===== config.mk =====
export PLATFORM = sky130hd
export DESIGN_NAME = pid_drive_ctrl_flat
export DESIGN_NICKNAME = d
export VERILOG_FILES = /design/src/rtl/pid_drive_if.sv /design/src/rtl/pid_drive_ctrl.sv /design/src/flat_wrapper.sv
export SDC_FILE = /design/constraint.sdc
export NUM_CORES = 1
export LEC_CHECK = 0
export BUFFER_PORTS_ARGS = -buffer_cell sky130_fd_sc_hd__buf_2
export CELL_PAD_IN_SITES_DETAIL_PLACEMENT = 1
export CELL_PAD_IN_SITES_GLOBAL_PLACEMENT = 1
export CORE_ASPECT_RATIO = 1.5
export CORE_MARGIN = 1.5
export CORE_UTILIZATION = 51
export DETAILED_ROUTE_END_ITERATION = 7
export PLACE_DENSITY = 0.84
export SLEW_MARGIN = 15
export SYNTH_ARGS = -nofsm -noshare
export SYNTH_HDL_FRONTEND = slang
export SYNTH_SLANG_ARGS = --single-unit

===== constraint.sdc =====
create_clock -name clk -period 13.16 [get_ports clk]
set_input_delay 0.658 -clock clk [delete_from_list [all_inputs] [get_ports clk]]
set_output_delay 0.658 -clock clk [all_outputs]
set_load 0.05 [all_outputs]

===== src/rtl/pid_drive_if.sv =====
// Handshake bundle between the error source and pid_drive_ctrl.
// The master drives error samples; the slave returns the drive magnitude.
interface pid_drive_if #(
  parameter int ERR_W = 13,
  parameter int OUT_W = 12
);
  logic [ERR_W-1:0] error;
  logic             err_vld;
  logic             not_pedaling;
  logic [1:0]       mode;
  logic [OUT_W-1:0] drv_mag;
  logic             drv_vld;

  modport master (
    output error, err_vld, not_pedaling, mode,
    input  drv_mag, drv_vld
  );

  modport slave (
    input  error, err_vld, not_pedaling, mode,
    output drv_mag, drv_vld
  );
endinterface


===== src/rtl/pid_drive_ctrl.sv =====
// Decimated PID drive controller: signed error in, unsigned drive magnitude out, 2-cycle pipeline.
// Optional output slew limiter enabled by defining PID_SLEW_LIMIT_EN.
module pid_drive_ctrl #(
  parameter int ERR_W     = 13,
  parameter int OUT_W     = 12,
  parameter int INT_W     = 18,
  parameter int DEC_BITS  = 20,
  parameter int FAST_SIM  = 0,
  parameter int FAST_BITS = 15,
  parameter int D_DEPTH   = 3,
  parameter int D_SAT_W   = 9,
  parameter int D_SHIFT   = 1,
  parameter int SLEW      = 64
) (
  input logic      clk,
  input logic      rst,
  pid_drive_if.slave bus
);
  localparam int S_W = ((ERR_W > OUT_W) ? ERR_W : OUT_W) + 2;
  localparam logic signed [ERR_W:0] D_MAX = {{(ERR_W + 2 - D_SAT_W){1'b0}}, {(D_SAT_W - 1){1'b1}}};
  localparam logic signed [ERR_W:0] D_MIN = {{(ERR_W + 2 - D_SAT_W){1'b1}}, {(D_SAT_W - 1){1'b0}}};
  localparam logic [INT_W-1:0] INT_MAX = {1'b0, {(INT_W - 1){1'b1}}};

  if (D_DEPTH < 1 || SLEW < 1) begin : g_bad_param
    $error("pid_drive_ctrl: D_DEPTH and SLEW must be at least 1");
  end

  logic [DEC_BITS-1:0]   cnt_q, cnt_d;
  logic [INT_W-1:0]      integ_q, integ_d;
  logic [ERR_W-1:0]      hist_q [D_DEPTH];
  logic [ERR_W-1:0]      hist_d [D_DEPTH];
  logic signed [S_W-1:0] sum_q, sum_d;
  logic                  vld1_q, vld1_d;
  logic [OUT_W-1:0]      drv_mag_q, drv_mag_d;
  logic                  drv_vld_q, drv_vld_d;

  logic                  tick_s, upd_s, upd_tick_s;
  logic signed [INT_W:0] int_sum_s;
  logic signed [ERR_W:0] d_diff_s;
  logic signed [D_SAT_W-1:0] d_sat_s;
  logic signed [S_W-1:0] pterm_s, iterm_s, dterm_s;
  logic [OUT_W-1:0]      clamp_s, target_s;

  // Decimator tick, integrator clamp and derivative history shift
  always_comb begin
    cnt_d = cnt_q + {{(DEC_BITS - 1){1'b0}}, 1'b1};
    if (FAST_SIM != 0) begin
      tick_s = &cnt_q[FAST_BITS-1:0];
    end else begin
      tick_s = &cnt_q;
    end
    upd_s      = bus.err_vld && (bus.mode != 2'd3);
    upd_tick_s = upd_s && tick_s;

    // Integrator is kept non-negative, so one extra bit is enough to see both clamp cases
    int_sum_s = $signed({integ_q[INT_W-1], integ_q})
              + $signed({{(INT_W + 1 - ERR_W){bus.error[ERR_W-1]}}, bus.error});
    if (bus.not_pedaling) begin
      integ_d = '0;
    end else if (upd_tick_s) begin
      if (int_sum_s[INT_W]) begin
        integ_d = '0;
      end else if (int_sum_s[INT_W-1]) begin
        integ_d = INT_MAX;
      end else begin
        integ_d = int_sum_s[INT_W-1:0];
      end
    end else begin
      integ_d = integ_q;
    end

    if (upd_tick_s) begin
      hist_d[0] = bus.error;
      for (int i = 1; i < D_DEPTH; i++) hist_d[i] = hist_q[i-1];
    end else begin
      for (int i = 0; i < D_DEPTH; i++) hist_d[i] = hist_q[i];
    end
  end

  // Stage 1: form P, I, D terms from the pre-update state and gate them by mode
  always_comb begin
    pterm_s  = $signed({{(S_W - ERR_W){bus.error[ERR_W-1]}}, bus.error});
    d_diff_s = $signed({bus.error[ERR_W-1], bus.error})
             - $signed({hist_q[D_DEPTH-1][ERR_W-1], hist_q[D_DEPTH-1]});
    if (d_diff_s > D_MAX) begin
      d_sat_s = D_MAX[D_SAT_W-1:0];
    end else if (d_diff_s < D_MIN) begin
      d_sat_s = D_MIN[D_SAT_W-1:0];
    end else begin
      d_sat_s = d_diff_s[D_SAT_W-1:0];
    end
    iterm_s = $signed({{(S_W - OUT_W){1'b0}}, integ_q[INT_W-2 -: OUT_W]});
    dterm_s = $signed({{(S_W - D_SAT_W){d_sat_s[D_SAT_W-1]}}, d_sat_s}) <<< D_SHIFT;
    case (bus.mode)
      2'd0:    sum_d = pterm_s + iterm_s + dterm_s;
      2'd1:    sum_d = pterm_s + iterm_s;
      2'd2:    sum_d = pterm_s;
      default: sum_d = pterm_s;
    endcase
    vld1_d = upd_s;
  end

  // Stage 2: clamp to the unsigned output range, optionally slew-limit toward it
  always_comb begin
    if (sum_q[S_W-1]) begin
      clamp_s = '0;
    end else if (|sum_q[S_W-2:OUT_W]) begin
      clamp_s = '1;
    end else begin
      clamp_s = sum_q[OUT_W-1:0];
    end
`ifdef PID_SLEW_LIMIT_EN
    begin : slew_blk
      logic [OUT_W-1:0] step_v, lim_v;
      if (clamp_s > drv_mag_q) begin
        step_v = clamp_s - drv_mag_q;
      end else begin
        step_v = drv_mag_q - clamp_s;
      end
      lim_v = (step_v > OUT_W'(SLEW)) ? OUT_W'(SLEW) : step_v;
      if (clamp_s > drv_mag_q) begin
        target_s = drv_mag_q + lim_v;
      end else begin
        target_s = drv_mag_q - lim_v;
      end
    end
`else
    target_s = clamp_s;
`endif
    drv_mag_d = vld1_q ? target_s : drv_mag_q;
    drv_vld_d = vld1_q;
  end

  // State registers with synchronous reset; reset also drops in-flight samples
  always_ff @(posedge clk) begin
    if (rst) begin
      cnt_q     <= '0;
      integ_q   <= '0;
      for (int i = 0; i < D_DEPTH; i++) hist_q[i] <= '0;
      sum_q     <= '0;
      vld1_q    <= 1'b0;
      drv_mag_q <= '0;
      drv_vld_q <= 1'b0;
    end else begin
      cnt_q     <= cnt_d;
      integ_q   <= integ_d;
      hist_q    <= hist_d;
      sum_q     <= sum_d;
      vld1_q    <= vld1_d;
      drv_mag_q <= drv_mag_d;
      drv_vld_q <= drv_vld_d;
    end
  end

  assign bus.drv_mag = drv_mag_q;
  assign bus.drv_vld = drv_vld_q;
endmodule


===== src/flat_wrapper.sv =====
// flat-port wrapper written by rule: the top's interface ports become plain ports
module pid_drive_ctrl_flat 
#(
  parameter int ERR_W     = 13,
  parameter int OUT_W     = 12,
  parameter int INT_W     = 18,
  parameter int DEC_BITS  = 20,
  parameter int FAST_SIM  = 0,
  parameter int FAST_BITS = 15,
  parameter int D_DEPTH   = 3,
  parameter int D_SAT_W   = 9,
  parameter int D_SHIFT   = 1,
  parameter int SLEW      = 64
)
  (clk, rst, bus_error, bus_err_vld, bus_not_pedaling, bus_mode, bus_drv_mag, bus_drv_vld);
  pid_drive_if #(.ERR_W(ERR_W), .OUT_W(OUT_W)) bus_i ();
  input logic clk;
  input logic rst;
  input wire logic [$bits(bus_i.error)-1:0] bus_error;
  input wire logic [$bits(bus_i.err_vld)-1:0] bus_err_vld;
  input wire logic [$bits(bus_i.not_pedaling)-1:0] bus_not_pedaling;
  input wire logic [$bits(bus_i.mode)-1:0] bus_mode;
  output wire logic [$bits(bus_i.drv_mag)-1:0] bus_drv_mag;
  output wire logic [$bits(bus_i.drv_vld)-1:0] bus_drv_vld;
  assign bus_i.error = bus_error;
  assign bus_i.err_vld = bus_err_vld;
  assign bus_i.not_pedaling = bus_not_pedaling;
  assign bus_i.mode = bus_mode;
  assign bus_drv_mag = bus_i.drv_mag;
  assign bus_drv_vld = bus_i.drv_vld;
  pid_drive_ctrl #(.ERR_W(ERR_W), .OUT_W(OUT_W), .INT_W(INT_W), .DEC_BITS(DEC_BITS), .FAST_SIM(FAST_SIM), .FAST_BITS(FAST_BITS), .D_DEPTH(D_DEPTH), .D_SAT_W(D_SAT_W), .D_SHIFT(D_SHIFT), .SLEW(SLEW)) u_core (.clk(clk), .rst(rst), .bus(bus_i));
endmodule

* Yosys cells after proc, flatten, opt, wreduce, memory -nomap -nowiden *
Cells that the tools add are included.

word-level totals
  flip-flop bits (word level) = 106
  output and inout bits = 13
  logic and storage cells = 31

operators by class
  add/subtract/negate cells = 5
  $lt $le $gt $ge = 2
  equal/unequal tests = 2
  multiplexer cells = 7
  reduce and logical (&&, ||, !) cells = 6

operators with widths
  cell                                                                    count
  15-bit case mux with 2 select lines                                     1
  12-bit two-way mux                                                      2
  20-bit by 1-bit adder with 20-bit output (second input constant)        1
  20-bit AND reduction                                                    1
  18-bit by 13-bit adder with 19-bit output                               1
  18-bit two-way mux                                                      1
  9-bit two-way mux                                                       2
  17-bit two-way mux                                                      1
  14-bit by 10-bit adder with 15-bit output                               1
  13-bit by 13-bit adder with 14-bit output                               1
  14-bit by 9-bit > comparator with 1-bit output (second input constant)  1
  14-bit by 9-bit < comparator with 1-bit output (second input constant)  1
  13-bit by 13-bit subtractor with 14-bit output                          1
  2-bit OR reduction                                                      2
  2-bit by 1-bit == test with 1-bit output (second input constant)        1
  1-bit logical AND                                                       2
  2-bit zero test                                                         1
  2-bit inequality test (second input constant)                           1

* Depth between registers and ports, before layout *
  word-level depth = 6
  depth in mapped cells = 23
  gate-level depth less buffers = 22

* Least setup slack after synthesis *
Ideal clock, no wire load.

  kind = input -> register
  start point = input bus_error[0]
  end point = register u_core.sum_q[9]
  library setup time = 91 ps
  data arrival time = 4487 ps
  required time = 13069 ps
  path slack = 8583 ps
  stages on the path = 23
  path through = inv_1 ha_1 fa_1 nor2b_1 o31a_1 o31ai_1 a21oi_1 a31oi_1 xor2_1 o41a_1 buf_2 a21oi_1 ha_1 inv_1 fa_1 nor2b_1 o21ai_0 a21oi_1 nor2_1 o21ai_0 xor2_1 nand2_1 a311oi_1

between the ends
  word-level cells in the longest chain between the ends = 6
  elaborated cells between the ends (all ways) = 8
  classes of those cells = add/sub (3); order compare (2); mux (3)

RTL lines
  element                                         line                   source
  start, declared                                 flat_wrapper.sv:19     input wire logic [$bits(bus_i.error)-1:0] bus_error;
  13-bit by 13-bit subtractor with 14-bit output  pid_drive_ctrl.sv:84   - $signed({hist_q[D_DEPTH-1][ERR_W-1], hist_q[D_DEPTH-1]});
  14-bit by 9-bit < comparator with 1-bit output  pid_drive_ctrl.sv:87   end else if (d_diff_s < D_MIN) begin
  9-bit two-way mux                               pid_drive_ctrl.sv:87
  9-bit two-way mux                               pid_drive_ctrl.sv:85   if (d_diff_s > D_MAX) begin
  14-bit by 10-bit adder with 15-bit output       pid_drive_ctrl.sv:95   2'd0: sum_d = pterm_s + iterm_s + dterm_s;
  15-bit case mux with 2 select lines (*)         pid_drive_ctrl.sv:94   case (bus.mode)
  end signal, assigned                            pid_drive_ctrl.sv:148  sum_q <= sum_d;
  end, declared                                   pid_drive_ctrl.sv:32   logic signed [S_W-1:0] sum_q, sum_d;

Mark *: on every way between the ends. The rest lies on a longest branch, timed or not.
A chain may end at the register's enable or synchronous reset.

* Final worst setup path *
Ends and elaborated chain as after synthesis.

==> report_table.html <==
<table>
<tr><th>Metric</th><th>Value</th></tr>
<tr><th colspan="2">Outcome</th></tr>
<tr><td>Result of the run</td><td>complete, no violations</td></tr>
<tr><th colspan="2">Pwr</th></tr>
<tr><td>Peak supply drop</td><td>0.0611 mV</td></tr>
<tr><td>Sw Pwr</td><td>0.000221 W</td></tr>
<tr><td>Switching share of power</td><td>30.5%</td></tr>
<tr><td>Share of power burned in registers</td><td>45.4%</td></tr>
<tr><td>Part of the total power dissipated in combinational logic</td><td>18.6%</td></tr>
<tr><td>P_leak</td><td>2.84 nW</td></tr>
<tr><td>Cell Pwr Density</td><td>101 mW/mm2</td></tr>
<tr><td>Clock share of power</td><td>35.9%</td></tr>
<tr><td>Internal power component</td><td>0.000505 W</td></tr>
<tr><th colspan="2">Clock tree</th></tr>
<tr><td>Number of hold buffers added after CTS</td><td>0</td></tr>
<tr><td>Root Driver</td><td>clkbuf_16</td></tr>
<tr><td>PostCTS Resize Cnt</td><td>0</td></tr>
<tr><td>TritonCTS clock tree</td><td>yes</td></tr>
<tr><td>Number of sinks on the clock net</td><td>105</td></tr>
<tr><td>Clock buffers created by TritonCTS</td><td>9</td></tr>
<tr><td>Worst-case clock buffer depth</td><td>2</td></tr>
<tr><td>Post-CTS Setup Inserts</td><td>0</td></tr>
<tr><td>Clock-pin transition on the worst setup and hold timing paths</td><td>70 ps</td></tr>
<tr><td>Number of H-tree levels</td><td>3</td></tr>
<tr><td>Worst-skew pair later-pin latency</td><td>360 ps</td></tr>
<tr><th colspan="2">Drt</th></tr>
<tr><td>Post-detailed-route via-to-cell ratio</td><td>6.05</td></tr>
<tr><td>DRC errors left</td><td>0</td></tr>
<tr><td>Via count</td><td>6124</td></tr>
<tr><td>Total wire length after detailed routing</td><td>19200 um</td></tr>
<tr><td>Mean routed wirelength per cell</td><td>19.0 um</td></tr>
<tr><td>DRC marker count from the first detailed-route iteration</td><td>215</td></tr>
<tr><td>Number of nets with antenna violations after routing</td><td>0</td></tr>
<tr><td>Number of optimization iterations in the first detailed-route pass</td><td>4</td></tr>
<tr><th colspan="2">Setup path</th></tr>
<tr><td>Max incr delay on CP</td><td>540 ps</td></tr>
<tr><td>CP dominant cell by count</td><td>a21oi_1</td></tr>
<tr><td>Endpoint required time on the critical path</td><td>13410 ps</td></tr>
<tr><td>Slowest CP cell</td><td>o41a_1</td></tr>
<tr><td>Worst setup path start</td><td>bus_error[0]</td></tr>
<tr><td>Critical path, cell by cell</td><td>buf_2 -&gt; inv_1 -&gt; ha_1 -&gt; fa_1 -&gt; nor2b_1 -&gt; o31a_1 -&gt; o31ai_1 -&gt; a21oi_1 -&gt; a31oi_1 -&gt; xor2_1 -&gt; o41a_1 -&gt; a21oi_1 -&gt; ha_1 -&gt; inv_1 -&gt; fa_1 -&gt; nor2b_1 -&gt; o21ai_0 -&gt; a21oi_1 -&gt; nor2_1 -&gt; o21ai_0 -&gt; xor2_1 -&gt; nand2_1 -&gt; a311oi_1</td></tr>
<tr><td>Kind of start point of the critical path</td><td>input port</td></tr>
<tr><td>Buf+Inv Stages, Crit Path</td><td>3</td></tr>
<tr><td>Largest driver fanout on the critical path</td><td>9</td></tr>
<tr><td>Source of the worst register-to-register timing path</td><td>u_core.hist_q[1]</td></tr>
<tr><td>Start-to-end type of the worst setup path</td><td>in2reg</td></tr>
<tr><td>Category of cells accounting for the largest share of critical-path delay</td><td>compound AO/OA/AOI/OAI gates</td></tr>
<tr><td>Endpoint class of the critical path</td><td>flop</td></tr>
<tr><td>Worst path arrival time</td><td>5150 ps</td></tr>
<tr><th colspan="2">Global route</th></tr>
<tr><td>Global routing met2 resource utilization</td><td>54.8%</td></tr>
<tr><td>All-layer global routing usage</td><td>28.0%</td></tr>
<tr><td>Largest net degree at the start of global routing</td><td>88</td></tr>
<tr><td>GR peak layer</td><td>met2</td></tr>
<tr><td>Initial antenna violation count</td><td>0</td></tr>
<tr><td>M1 GR Usage</td><td>29.6%</td></tr>
<tr><td>Number of global-route vias before repair</td><td>6418</td></tr>
<tr><td>Grt ovf</td><td>0</td></tr>
<tr><td>Met3 Usage GRT</td><td>3.02%</td></tr>
<tr><td>Wire length of the first global-routing pass</td><td>31300 um</td></tr>
<tr><th colspan="2">Hold path</th></tr>
<tr><td>Min-delay worst type</td><td>reg2reg</td></tr>
<tr><td>Beginning of the worst hold path</td><td>u_core.hist_q[36]</td></tr>
<tr><th colspan="2">Cells and area</th></tr>
<tr><td>Top library cells by usage in the layout, fill and taps aside</td><td>nand2_1, dfxtp_1, a21oi_1</td></tr>
<tr><td>Area taken by multi-input logic gates</td><td>0.00433 mm2</td></tr>
<tr><td>Final net count</td><td>930</td></tr>
<tr><td>Most common library cell in the layout ignoring fill and taps</td><td>nand2_1</td></tr>
<tr><td>Number of inserted filler cells in the final layout</td><td>1624</td></tr>
<tr><td>Synthesis-to-finish area growth</td><td>7.25%</td></tr>
<tr><td>Sequential cell area in the final layout</td><td>0.00210 mm2</td></tr>
<tr><td>Antenna Diode Count</td><td>0</td></tr>
<tr><td>Fraction of final layout cells with drive strength greater than 1</td><td>9.48%</td></tr>
<tr><th colspan="2">STA</th></tr>
<tr><td>Hold Slack</td><td>454 ps</td></tr>
<tr><td>Setup repair after global routing missed its margin</td><td>false</td></tr>
<tr><td>Fraction of the cycle the final worst path needs</td><td>37.3%</td></tr>
<tr><td>Worst Clk Skew</td><td>12.2 ps</td></tr>
<tr><td>Max-slew headroom at the worst pin</td><td>24.1%</td></tr>
<tr><td>Highest clock frequency the design can meet</td><td>204 MHz</td></tr>
<tr><td>Final Hold Vio Count</td><td>0</td></tr>
<tr><td>Post-route setup TNS</td><td>0 ps</td></tr>
<tr><td>Setup-failing EPs final</td><td>0</td></tr>
<tr><td>Worst slew pin tran</td><td>1130 ps</td></tr>
<tr><td>Period minus WS final</td><td>4900 ps</td></tr>
<tr><td>Count of pins over their slew limit</td><td>0</td></tr>
<tr><th colspan="2">Synth</th></tr>
<tr><td>Sequential-to-total area share from yosys stat</td><td>31.3%</td></tr>
<tr><td>Average cell area after synthesis</td><td>7.97 um2</td></tr>
<tr><td>Cell area after synthesis</td><td>0.00672 mm2</td></tr>
<tr><td>Yosys top cell area share</td><td>31.3%</td></tr>
<tr><td>Cell count after synthesis</td><td>843</td></tr>
<tr><td>Number of flops mapped to enable cells by yosys</td><td>0</td></tr>
<tr><td>Synth unique cells</td><td>71</td></tr>
<tr><td>Main area contributors after synthesis</td><td>dfxtp_1, ha_1, a21oi_1, nand2_1, nor2_1</td></tr>
<tr><td>Register bit total from synthesis</td><td>105</td></tr>
<tr><td>Top flip-flop cell by instance count after synthesis</td><td>dfxtp_1</td></tr>
<tr><td>Post-synth top area cell</td><td>dfxtp_1</td></tr>
<tr><td>YS warnings</td><td>0</td></tr>
<tr><td>Mapped Nets</td><td>923</td></tr>
<tr><td>Share of synthesized flip-flops with an asynchronous set or reset</td><td>0%</td></tr>
<tr><th colspan="2">Floorplan</th></tr>
<tr><td>Die area</td><td>0.0139 mm2</td></tr>
<tr><td>Core Box Area</td><td>0.0129 mm2</td></tr>
<tr><td>Initial core utilization</td><td>52.1%</td></tr>
<tr><td>Die W</td><td>96.7 um</td></tr>
<tr><td>FP Rows</td><td>51</td></tr>
<tr><td>Count of boundary I/O pins</td><td>32</td></tr>
<tr><td>Die extent in y</td><td>144 um</td></tr>
<tr><th colspan="2">Run</th></tr>
<tr><td>Max-cap violations</td><td>0</td></tr>
<tr><th colspan="2">Placed design</th></tr>
<tr><td>Dpl hpwl</td><td>14600 um</td></tr>
<tr><td>GPL Wtd Cong</td><td>0.948</td></tr>
<tr><td>Number of buffers inserted by port buffering</td><td>31</td></tr>
</table>
[stage by stage]
step,power (W),std cells,setup WS (ps),utilization [%],cell area [um2]
after floorplan,0.000435,843,8580,-,6720
after global placement,0.000465,998,8110,53.7,6930
after detailed placement,0.000471,998,7910,53.7,6930
after CTS,0.000730,1013,8260,55.9,7200
after global routing,0.000756,1013,7760,55.9,7200
final,0.000726,1013,8260,55.9,7200
[power by group through the flow]
| stage | Sequential, W | Clock [W] | Combinational, W |
|---|---|---|---|
| 2_1_floorplan | 0.000343 | 0 | 0.0000919 |
| 3_3_place_gp | 0.000337 | 0 | 0.000128 |
| 3_5_place_dp | 0.000337 | 0 | 0.000134 |
| 4_1_cts | 0.000330 | 0.000265 | 0.000135 |
| 5_1_grt | 0.000331 | 0.000276 | 0.000148 |
| 6_report | 0.000330 | 0.000261 | 0.000135 |
[worst register-to-register path, cell delays in order (launching register included)]
cell and delay, ps:
dfxtp_1 370, inv_1 60, ha_1 260, nor2b_1 140, o31ai_1 300, a21boi_1 180, o211ai_1 300, a21oi_1 120
o22ai_1 490, o41a_1 450, a21oi_1 80, ha_1 230, inv_1 80, fa_1 180, nor2b_1 60, o21ai_0 210
a21oi_1 120, o31a_1 320, a21o_1 190, a21oi_1 220, xor2_1 210, a21oi_1 90
[metal layers]
metal | part of all wire, % | vias to the layer above
met2 | 54 | 98
met3 | 2.2 | 44
li1 | - | 2973
met4 | 4.2 | 0
met1 | 40 | 3009
met5 | 0 | -
[cells by family after synthesis]
logic type	Yosys count	synth area share [%]
adder cells (fa/ha/maj)	61	11.8
AO/OA/AOI/OAI	237	23.6
XOR/XNOR	52	6.89
buffers and inverters	69	4.32
AND/OR/NAND/NOR	302	19.5
flip-flops	105	31.3
multiplexers	17	2.59
[registers in the layout, summed over array words and instances, names as in the netlist]
register and cells:
u_core.bus.drv_mag 12, u_core.sum_q 15, u_core.integ_q 17, u_core.cnt_q 20
u_core.bus.drv_vld 1, u_core.drv_vld_d 1, u_core.hist_q 39
[cell usage after synthesis, types with 12 or more instances]
library cell	instances
inv_1	29
nand3_1	15
xor2_1	26
ha_1	57
nand2_1	129
nor2_1	94
o21a_1	12
o21ai_0	37
mux2i_1	16
xnor2_1	25
dfxtp_1	105
a21oi_1	98
clkbuf_1	22
[area by class of cell]
cell class                      instances  share of cell area, %
Clock inverter                          6                  0.730
Tap cell                              159                   2.76
Inverter                               30                   1.56
Timing Repair Buffer                   35                   2.57
Multi-Input combinational cell        669                   60.1
Sequential cell                       105                   29.2
Clock buffer                            9                   3.13
[final timing paths]
check / endpoint / slack [ps] / cells after the start
hold / removal: u_core.hist_q[36] / 450 / 2
setup / recovery: u_core.sum_q[9] / 8260 / 23
setup reg to reg: u_core.sum_q[13] / 8370 / 21
hold reg to reg: u_core.hist_q[36] / 450 / 2
Note: power is estimated with default switching activity, not from simulation.
